$ cat src/rtl/checked_bootloader.sv
// Serial program loader: pulls a checksummed image from the SPART and writes it into
// instruction memory while holding the CPU in stall.
module checked_bootloader #(
  parameter logic [31:0] SPART_BASE = 32'h0000_001C,
  parameter int unsigned ADDR_W     = 14,
  parameter int unsigned WORD_BYTES = 4,
  parameter logic [7:0]  BANNER     = 8'h42,
  parameter logic [7:0]  ACK_CHAR   = 8'h4B,
  parameter logic [7:0]  NAK_CHAR   = 8'h45
) (
  input  logic                    clk,
  input  logic                    rst,
  output logic                    write_o,
  output logic                    read_o,
  output logic [31:0]             addr_o,
  output logic [31:0]             data_o,
  input  logic [31:0]             data_i,
  input  logic                    ack_i,
  input  logic                    reload_i,
  output logic [WORD_BYTES-1:0]   bl_strobe,
  output logic [8*WORD_BYTES-1:0] bl_data,
  output logic [ADDR_W-1:0]       bl_addr,
  output logic                    bl_stall,
  output logic                    boot_done,
  output logic                    boot_err
);

  localparam int unsigned WordW    = 8 * WORD_BYTES;
  localparam logic [1:0]  LastByte = 2'(WORD_BYTES - 1);
  localparam logic [32:0] Capacity = 33'd1 << ADDR_W;

  typedef enum logic [2:0] {StBanner, StCount, StData, StCsum, StReply, StDone} state_e;

  state_e            state_q;
  logic [31:0]       n_q;
  logic [1:0]        byte_cnt_q;
  logic [ADDR_W:0]   word_cnt_q;
  logic [ADDR_W-1:0] addr_q;
  logic [7:0]        sum_q;
  logic [WordW-1:0]  buf_q;
  logic              nak_q;
  logic              done_q;
  logic              err_q;

  logic [7:0]      rx_byte;
  logic [31:0]     n_full;
  logic            word_last;
  logic [ADDR_W:0] word_cnt_inc;
  logic            unused_data_hi;

  assign rx_byte        = data_i[7:0];
  assign unused_data_hi = ^data_i[31:8];
  assign n_full         = {rx_byte, n_q[31:8]};
  assign word_last      = (byte_cnt_q == LastByte);
  assign word_cnt_inc   = word_cnt_q + (ADDR_W + 1)'(1);

  always_ff @(posedge clk) begin
    if (rst) begin
      state_q    <= StBanner;
      n_q        <= '0;
      byte_cnt_q <= '0;
      word_cnt_q <= '0;
      addr_q     <= '0;
      sum_q      <= '0;
      buf_q      <= '0;
      nak_q      <= 1'b0;
      done_q     <= 1'b0;
      err_q      <= 1'b0;
    end else begin
      unique case (state_q)
        StBanner: begin
          if (ack_i) begin
            state_q    <= StCount;
            addr_q     <= '0;
            byte_cnt_q <= '0;
            word_cnt_q <= '0;
            sum_q      <= '0;
          end
        end
        StCount: begin
          if (ack_i) begin
            n_q        <= n_full;
            byte_cnt_q <= byte_cnt_q + 2'd1;
            if (byte_cnt_q == 2'd3) begin
              byte_cnt_q <= '0;
              if ({1'b0, n_full} > Capacity) begin
                nak_q   <= 1'b1;
                state_q <= StReply;
              end else if (n_full == '0) begin
                state_q <= StCsum;
              end else begin
                state_q <= StData;
              end
            end
          end
        end
        StData: begin
          if (ack_i) begin
            sum_q <= sum_q + rx_byte;
            if (word_last) begin
              // N never exceeds 2**ADDR_W here, so its low ADDR_W+1 bits hold it exactly.
              byte_cnt_q <= '0;
              addr_q     <= addr_q + ADDR_W'(1);
              word_cnt_q <= word_cnt_inc;
              if (word_cnt_inc == n_q[ADDR_W:0]) begin
                state_q <= StCsum;
              end
            end else begin
              byte_cnt_q <= byte_cnt_q + 2'd1;
              for (int k = 0; k < int'(WORD_BYTES) - 1; k++) begin
                if (byte_cnt_q == 2'(k)) begin
                  buf_q[8*k +: 8] <= rx_byte;
                end
              end
            end
          end
        end
        StCsum: begin
          if (ack_i) begin
            nak_q   <= (rx_byte != sum_q);
            state_q <= StReply;
          end
        end
        StReply: begin
          if (ack_i) begin
            if (nak_q) begin
              err_q   <= 1'b1;
              state_q <= StBanner;
            end else begin
              err_q   <= 1'b0;
              done_q  <= 1'b1;
              state_q <= StDone;
            end
          end
        end
        StDone: begin
          if (reload_i) begin
            done_q  <= 1'b0;
            state_q <= StBanner;
          end
        end
        default: state_q <= StBanner;
      endcase
    end
  end

  // Bus requests are a pure decode of the registered state, so they hold until the ack.
  always_comb begin
    write_o = 1'b0;
    read_o  = 1'b0;
    addr_o  = '0;
    data_o  = '0;
    unique case (state_q)
      StBanner: begin
        write_o = 1'b1;
        addr_o  = SPART_BASE;
        data_o  = {24'h0, BANNER};
      end
      StCount, StData, StCsum: begin
        read_o = 1'b1;
        addr_o = SPART_BASE + 32'd1;
      end
      StReply: begin
        write_o = 1'b1;
        addr_o  = SPART_BASE;
        data_o  = {24'h0, (nak_q ? NAK_CHAR : ACK_CHAR)};
      end
      default: ;
    endcase
  end

  always_comb begin
    bl_data                = buf_q;
    bl_data[WordW-1 -: 8]  = rx_byte;
  end

  assign bl_strobe = (state_q == StData && ack_i && word_last) ? '1 : '0;
  assign bl_addr   = addr_q;
  assign bl_stall  = (state_q != StDone);
  assign boot_done = done_q;
  assign boot_err  = err_q;

endmodule

$ cat config.mk
export PLATFORM = sky130hd
export DESIGN_NAME = checked_bootloader
export DESIGN_NICKNAME = d
export VERILOG_FILES = /design/src/rtl/checked_bootloader.sv
export SDC_FILE = /design/constraint.sdc
export NUM_CORES = 1
export LEC_CHECK = 0
export CAP_MARGIN = 20
export CORE_MARGIN = 8
export CORE_UTILIZATION = 50
export CTS_BUF_LIST = sky130_fd_sc_hd__clkbuf_2 sky130_fd_sc_hd__clkbuf_4 sky130_fd_sc_hd__clkbuf_8
export CTS_CLUSTER_SIZE = 14
export DETAILED_ROUTE_END_ITERATION = 12
export PLACE_DENSITY = 0.94
export SYNTH_ARGS = -nofsm -noshare
export SYNTH_HDL_FRONTEND = slang
export SYNTH_SLANG_ARGS = --single-unit
$ cat constraint.sdc
create_clock -name clk -period 4.28 [get_ports clk]
set_clock_uncertainty 0.15 [all_clocks]
set_input_delay 1.284 -clock clk [delete_from_list [all_inputs] [get_ports clk]]
set_output_delay 1.284 -clock clk [all_outputs]
set_load 0.02 [all_outputs]
-- Word-level counts from Yosys, hierarchy flattened
Index checks and enable logic that the tools add are counted.
W data, S select, Z words.
- bits in registers: 101
- input port bits: 36
- output and inout port bits: 119
- logic and storage cells: 108
- add/sub/neg operators: 4
- order comparisons: 1
- equality and inequality tests: 23
- mux-type cells: 44
- bitwise operators: 1
- reductions and logical operators: 23
- operators with widths (kind ; count):
    $mux W15 ; 3
    $mux W14 ; 3
    $mux W3 ; 11
    $gt A32 B15 Y1 const B ; 1
    $logic_not A32 Y1 ; 1
    $pmux W15 S2 ; 1
    $pmux W14 S2 ; 1
    $ne A2 B2 Y1 const B ; 11
    $reduce_and A4 Y1 ; 5
    $pmux W3 S6 ; 1
    $mux W8 ; 2
    $pmux W8 S2 ; 1
    $add A15 B1 Y15 const B ; 1
    $eq A15 B15 Y1 ; 1
    $add A14 B1 Y14 const B ; 1
    $pmux W7 S2 ; 1
    $mux W1 ; 11
    $pmux W5 S2 ; 1
    $reduce_and A9 Y1 ; 1
    $add A8 B8 Y8 ; 1
    $mux W4 ; 2
    $ne A8 B8 Y1 ; 1
    $reduce_bool A2 Y1 ; 4
    $eq A3 B2 Y1 const B ; 2
    19 further kinds ; 28

-- Longest topological paths before layout
Gate-level depths: netlist of the first run.
- depth after elaboration: 6
- depth in mapped cells: 9
- depth with buffers taken out: 9

-- Least setup slack after synthesis of the first run
OpenSTA, ideal clock, no wires.
- path kind: in2out
- start point: input port ack_i
- end point: output port bl_strobe[1]
- data arrival time: 2.717 ns
- data required time: 2.846 ns
- setup slack: 0.129 ns
- cell stages on the path: 6
- path buffers: 2
- path through: nand2b_1 nor2_1 nand3_1 inv_1 buf_1 buf_4
- word-level cells in the longest chain between the ends: 3
- ends and longest elaborated chain (what ; line ; source):
    from (decl) ; 18 ; input logic ack_i,
    $logic_and A1 B1 Y1 (2 in series) ; 177 ; assign bl_strobe = (state_q == StData && ack_i && word_last) ? '1 : '0;
    $mux W4 ; 177 ;
    to (decl) ; 20 ; output logic [WORD_BYTES-1:0] bl_strobe,
No other way between the ends.

-- Worst setup path in the final report of the first run
Ends and elaborated chain as after synthesis.

==> results of run 1 <==
==> power by group <==
| part | switching [mW] | leakage [nW] | total, mW | internal [mW] |
|---|---|---|---|---|
| Combinational | 0.159 | 1.37 | 0.231 | 0.0719 |
| Clock | 0.385 | 0.101 | 0.622 | 0.237 |
| Sequential | 0.0135 | 0.814 | 0.960 | 0.947 |
| Total | 0.558 | 2.29 | 1.81 | 1.26 |
==> stage by stage <==
step	hold slack [ps]	setup TNS (ps)	instance area [µm²]
2_1_floorplan	286	0	5750
3_3_place_gp	292	-251	6160
3_5_place_dp	300	-280	6160
4_1_cts	317	0	6370
5_1_grt	340	0	6370
6_report	317	0	6370
==> path summary, 6_finish.rpt <==
path | cells after the start | start | end | slack, ps
worst max register to register | 8 | word_cnt_q[0] | state_q[2] | 1360
worst min register to register | 2 | n_q[22] | n_q[14] | 320
worst min-delay path | 2 | n_q[22] | n_q[14] | 320
worst max-delay path | 6 | ack_i | bl_strobe[1] | 140
==> critical path, delay by kind of cell <==
| family | cells | cell delay [ps] |
|---|---|---|
| buffers and inverters | 3 | 1000 |
| AND/OR/NAND/NOR | 3 | 410 |
==> registers in the layout, summed over array words and instances (netlist names), 2 cells and up <==
signal      flops
bl_addr        14
buf_q          24
byte_cnt_q      2
n_q            32
state_q         3
sum_q           8
word_cnt_q     15
==> Yosys cell counts (all sizes together), types with 2 or more instances <==
cell / instances
nand2: 121
dfxtp: 101
a21oi: 85
buf: 76
nor2: 52
nand3: 45
clkbuf: 34
xnor2: 20
o21ai: 19
xor2: 16
nor4: 15
ha: 13
inv: 12
nor3: 12
nand4: 9
a22oi: 8
nand2b: 8
and3: 6
or3: 5
a211oi: 4
and4: 4
nand3b: 4
nor2b: 4
o21bai: 4
a2111oi: 3
a21o: 3
nor3b: 3
a21boi: 2
a31oi: 2
and2: 2
mux2i: 2
o221ai: 2
o32ai: 2
==> cell type report <==
type	count	area, µm²	area share, %
timing repair buffer	98	913	14.3
multi-input combinational	546	3000	47.1
sequential	101	2020	31.7
tap	140	175	2.75
inverter	12	45.0	0.707
clock inverter	7	90.1	1.41
clock buffer	9	124	1.94
==> routing by layer <==
layer | part of all wire [%] | track usage (%) | wire length (µm)
met2 | 49 | 31.0 | 6700
met5 | 0 | 0 | 0
met1 | 39 | 20.1 | 5360
met3 | 9.4 | 6.98 | 1280
met4 | 1.7 | 5.47 | 235
==> cells by family after synthesis <==
family	synth area share, %
other cells	0.0676
simple gates	25.5
flops	36.5
buf+inv	13.1
compound gates	15.3
fa+ha+maj	3.29
mux	0.564
xor+xnor	5.69
==> repair_timing <==
action | CTS | global route
endpoints found under the setup margin | 4 | 0
gates resized for setup | 4 | 0
hold buffers | 0 | 0
==> out/results.md, run 1 <==
| Quantity | Reported | Unit |
|:---|:---|:---|
| Number of clock sinks seen by CTS | 101 | - |
| Final Instance Count excl. Fillers | 913 | - |
| Total power density per cell area | 285 | nW/µm² |
| Number of pins with negative max-slew slack in the final report | 0 | - |
| Distinct cell type count after synthesis | 61 | - |
| Crit start category | input port | - |
| Critical Path Slowest Stage Cell | sky130_fd_sc_hd__clkdlybuf4s50_1 | - |
| Most used flip-flop cell after synthesis | sky130_fd_sc_hd__dfxtp_1 | - |
| First drt pass iteration count | 5 | - |
| Overall global routing resource usage | 18.0 | % |
| Global route overflow | 0 | - |
| Via/cell ratio | 5.51 | - |
| Path type of the worst setup path | in2out | - |
| Count of pins on the block boundary | 155 | - |
| Arrival time reported for the critical path endpoint | 2700 | ps |
| Cell at the root of the clock tree | sky130_fd_sc_hd__clkbuf_8 | - |
| Via count of the first global-routing pass | 4793 | - |
| Post-synth top area share | 36.5 | % |
| Synth Area per Inst | 7.76 | µm² |
| Layout cell share with drive strength beyond 1 | 6.99 | % |
| WL/cell | 14.9 | µm |
| Most common cell after layout, fill and taps aside | sky130_fd_sc_hd__nand2_1 | - |
| Highest-count cells in the layout ignoring fill and taps | 121 x sky130_fd_sc_hd__nand2_1, 101 x sky130_fd_sc_hd__dfxtp_1, 84 x sky130_fd_sc_hd__a21oi_1 | - |
| Filler cell count in the final layout | 946 | - |
| Minimum clock period after layout | 4140 | ps |
| Floorplan die height | 121 | µm |
| Total number of vias | 5033 | - |
| Cell-by-cell trace of the critical path | clkdlybuf4s50_1, nand2b_1, nor2_1, nand3_1, inv_1, dlygate4sd2_1 | - |
| Maximum Capacitance Violations | 0 | - |
| Hold Crit Class | reg2reg | - |
| Post-CTS repair timing setup buffer count | 0 | - |
| Worst supply voltage drop on vdd | 149 | µV |
| Detailed router's first-iteration violation count | 416 | - |
| Antenna violations before repair | 0 | - |
| Portion of the clock cycle consumed by the worst path in the final layout | 96.7 | % |
| Leakage power figure | 2.29 | nW |
| IO Port Bufs | 75 | - |
| Net count of the finished layout | 818 | - |
| Clk pin slew, worst setup/hold paths | 110 | ps |
| Slew headroom | 42.7 | % |
| Clock tree from TritonCTS | built | - |
| Initial standard-cell utilization of the core | 51.2 | % |
| Total power of the final layout | 1.81 | mW |
| RSZ-0062 raised after global routing | no | - |
| Critical path data required time | 2850 | ps |
| Cell type with the highest aggregate area in the netlist | sky130_fd_sc_hd__dfxtp_1 | - |
| Final HPWL DP | 9760 | µm |
| Final design utilization | 58.8 | % |
| Status | finished, final reports clean | - |
| Routed Antenna Nets | 0 | - |
| Final weighted congestion in routability-driven placement | 0.886 | - |
| Synthesized cell area | 5550 | µm² |
| Total Die Area | 14700 | µm² |
| Post-detailed-routing wire length | 13600 | µm |
| Worst-case setup slack after placement | -72.9 | ps |
| Part of the Yosys area used for sequential elements | 36.5 | % |
| Maximum number of pins on one net before global-route repair | 49 | - |
| Total clock buffers created by CTS | 9 | - |
| Endpoint kind of the worst setup timing path | output pin | - |
| Final worst setup slack | 143 | ps |
| CTS Buffer Depth | 2 | - |
| Share of synthesized registers carrying an async set or reset | 0 | % |
| Placed cell count | 897 | - |
| Cells taking the most area after synthesis | sky130_fd_sc_hd__dfxtp_1 36%, sky130_fd_sc_hd__buf_4 9.3%, sky130_fd_sc_hd__nand2_1 8.2% | - |
| #FFs+latches synth | 101 | - |
| Clock latency on the worst-skew pair | 380 | ps |
| Count of endpoints failing hold in the final timing report | 0 | - |
| Delay of the slowest cell on the worst path | 500 | ps |
| Number of cell rows | 38 | - |
| Pin slew with the least headroom to its limit | 850 | ps |
| Mapped Cells | 715 | - |
| EDFF count, synth | 0 | - |
| Antenna diode instance count | 0 | - |
| Number of DRC violations after detailed routing | 0 | - |
| Timing-limited maximum frequency | 0.242 | GHz |
| Global-route wire length before repair | 22200 | µm |
| Synth warnings | 0 | - |
| H-Tree Depth | 3 | - |
| P&R area growth vs syn | 14.9 | % |
| Core Footprint | 10800 | µm² |
| Chip width | 121 | µm |
| Final count of negative-setup-slack endpoints | 0 | - |
| Max FO, Critical Path | 5 | - |
(Power assumes the default switching activity.)
==> run 2, diff against run 1 <==
Settings changed: SLEW_MARGIN set to 20.
==> results of run 2 <==
The final DEF is identical to that of run 1; final timing and power are the same.
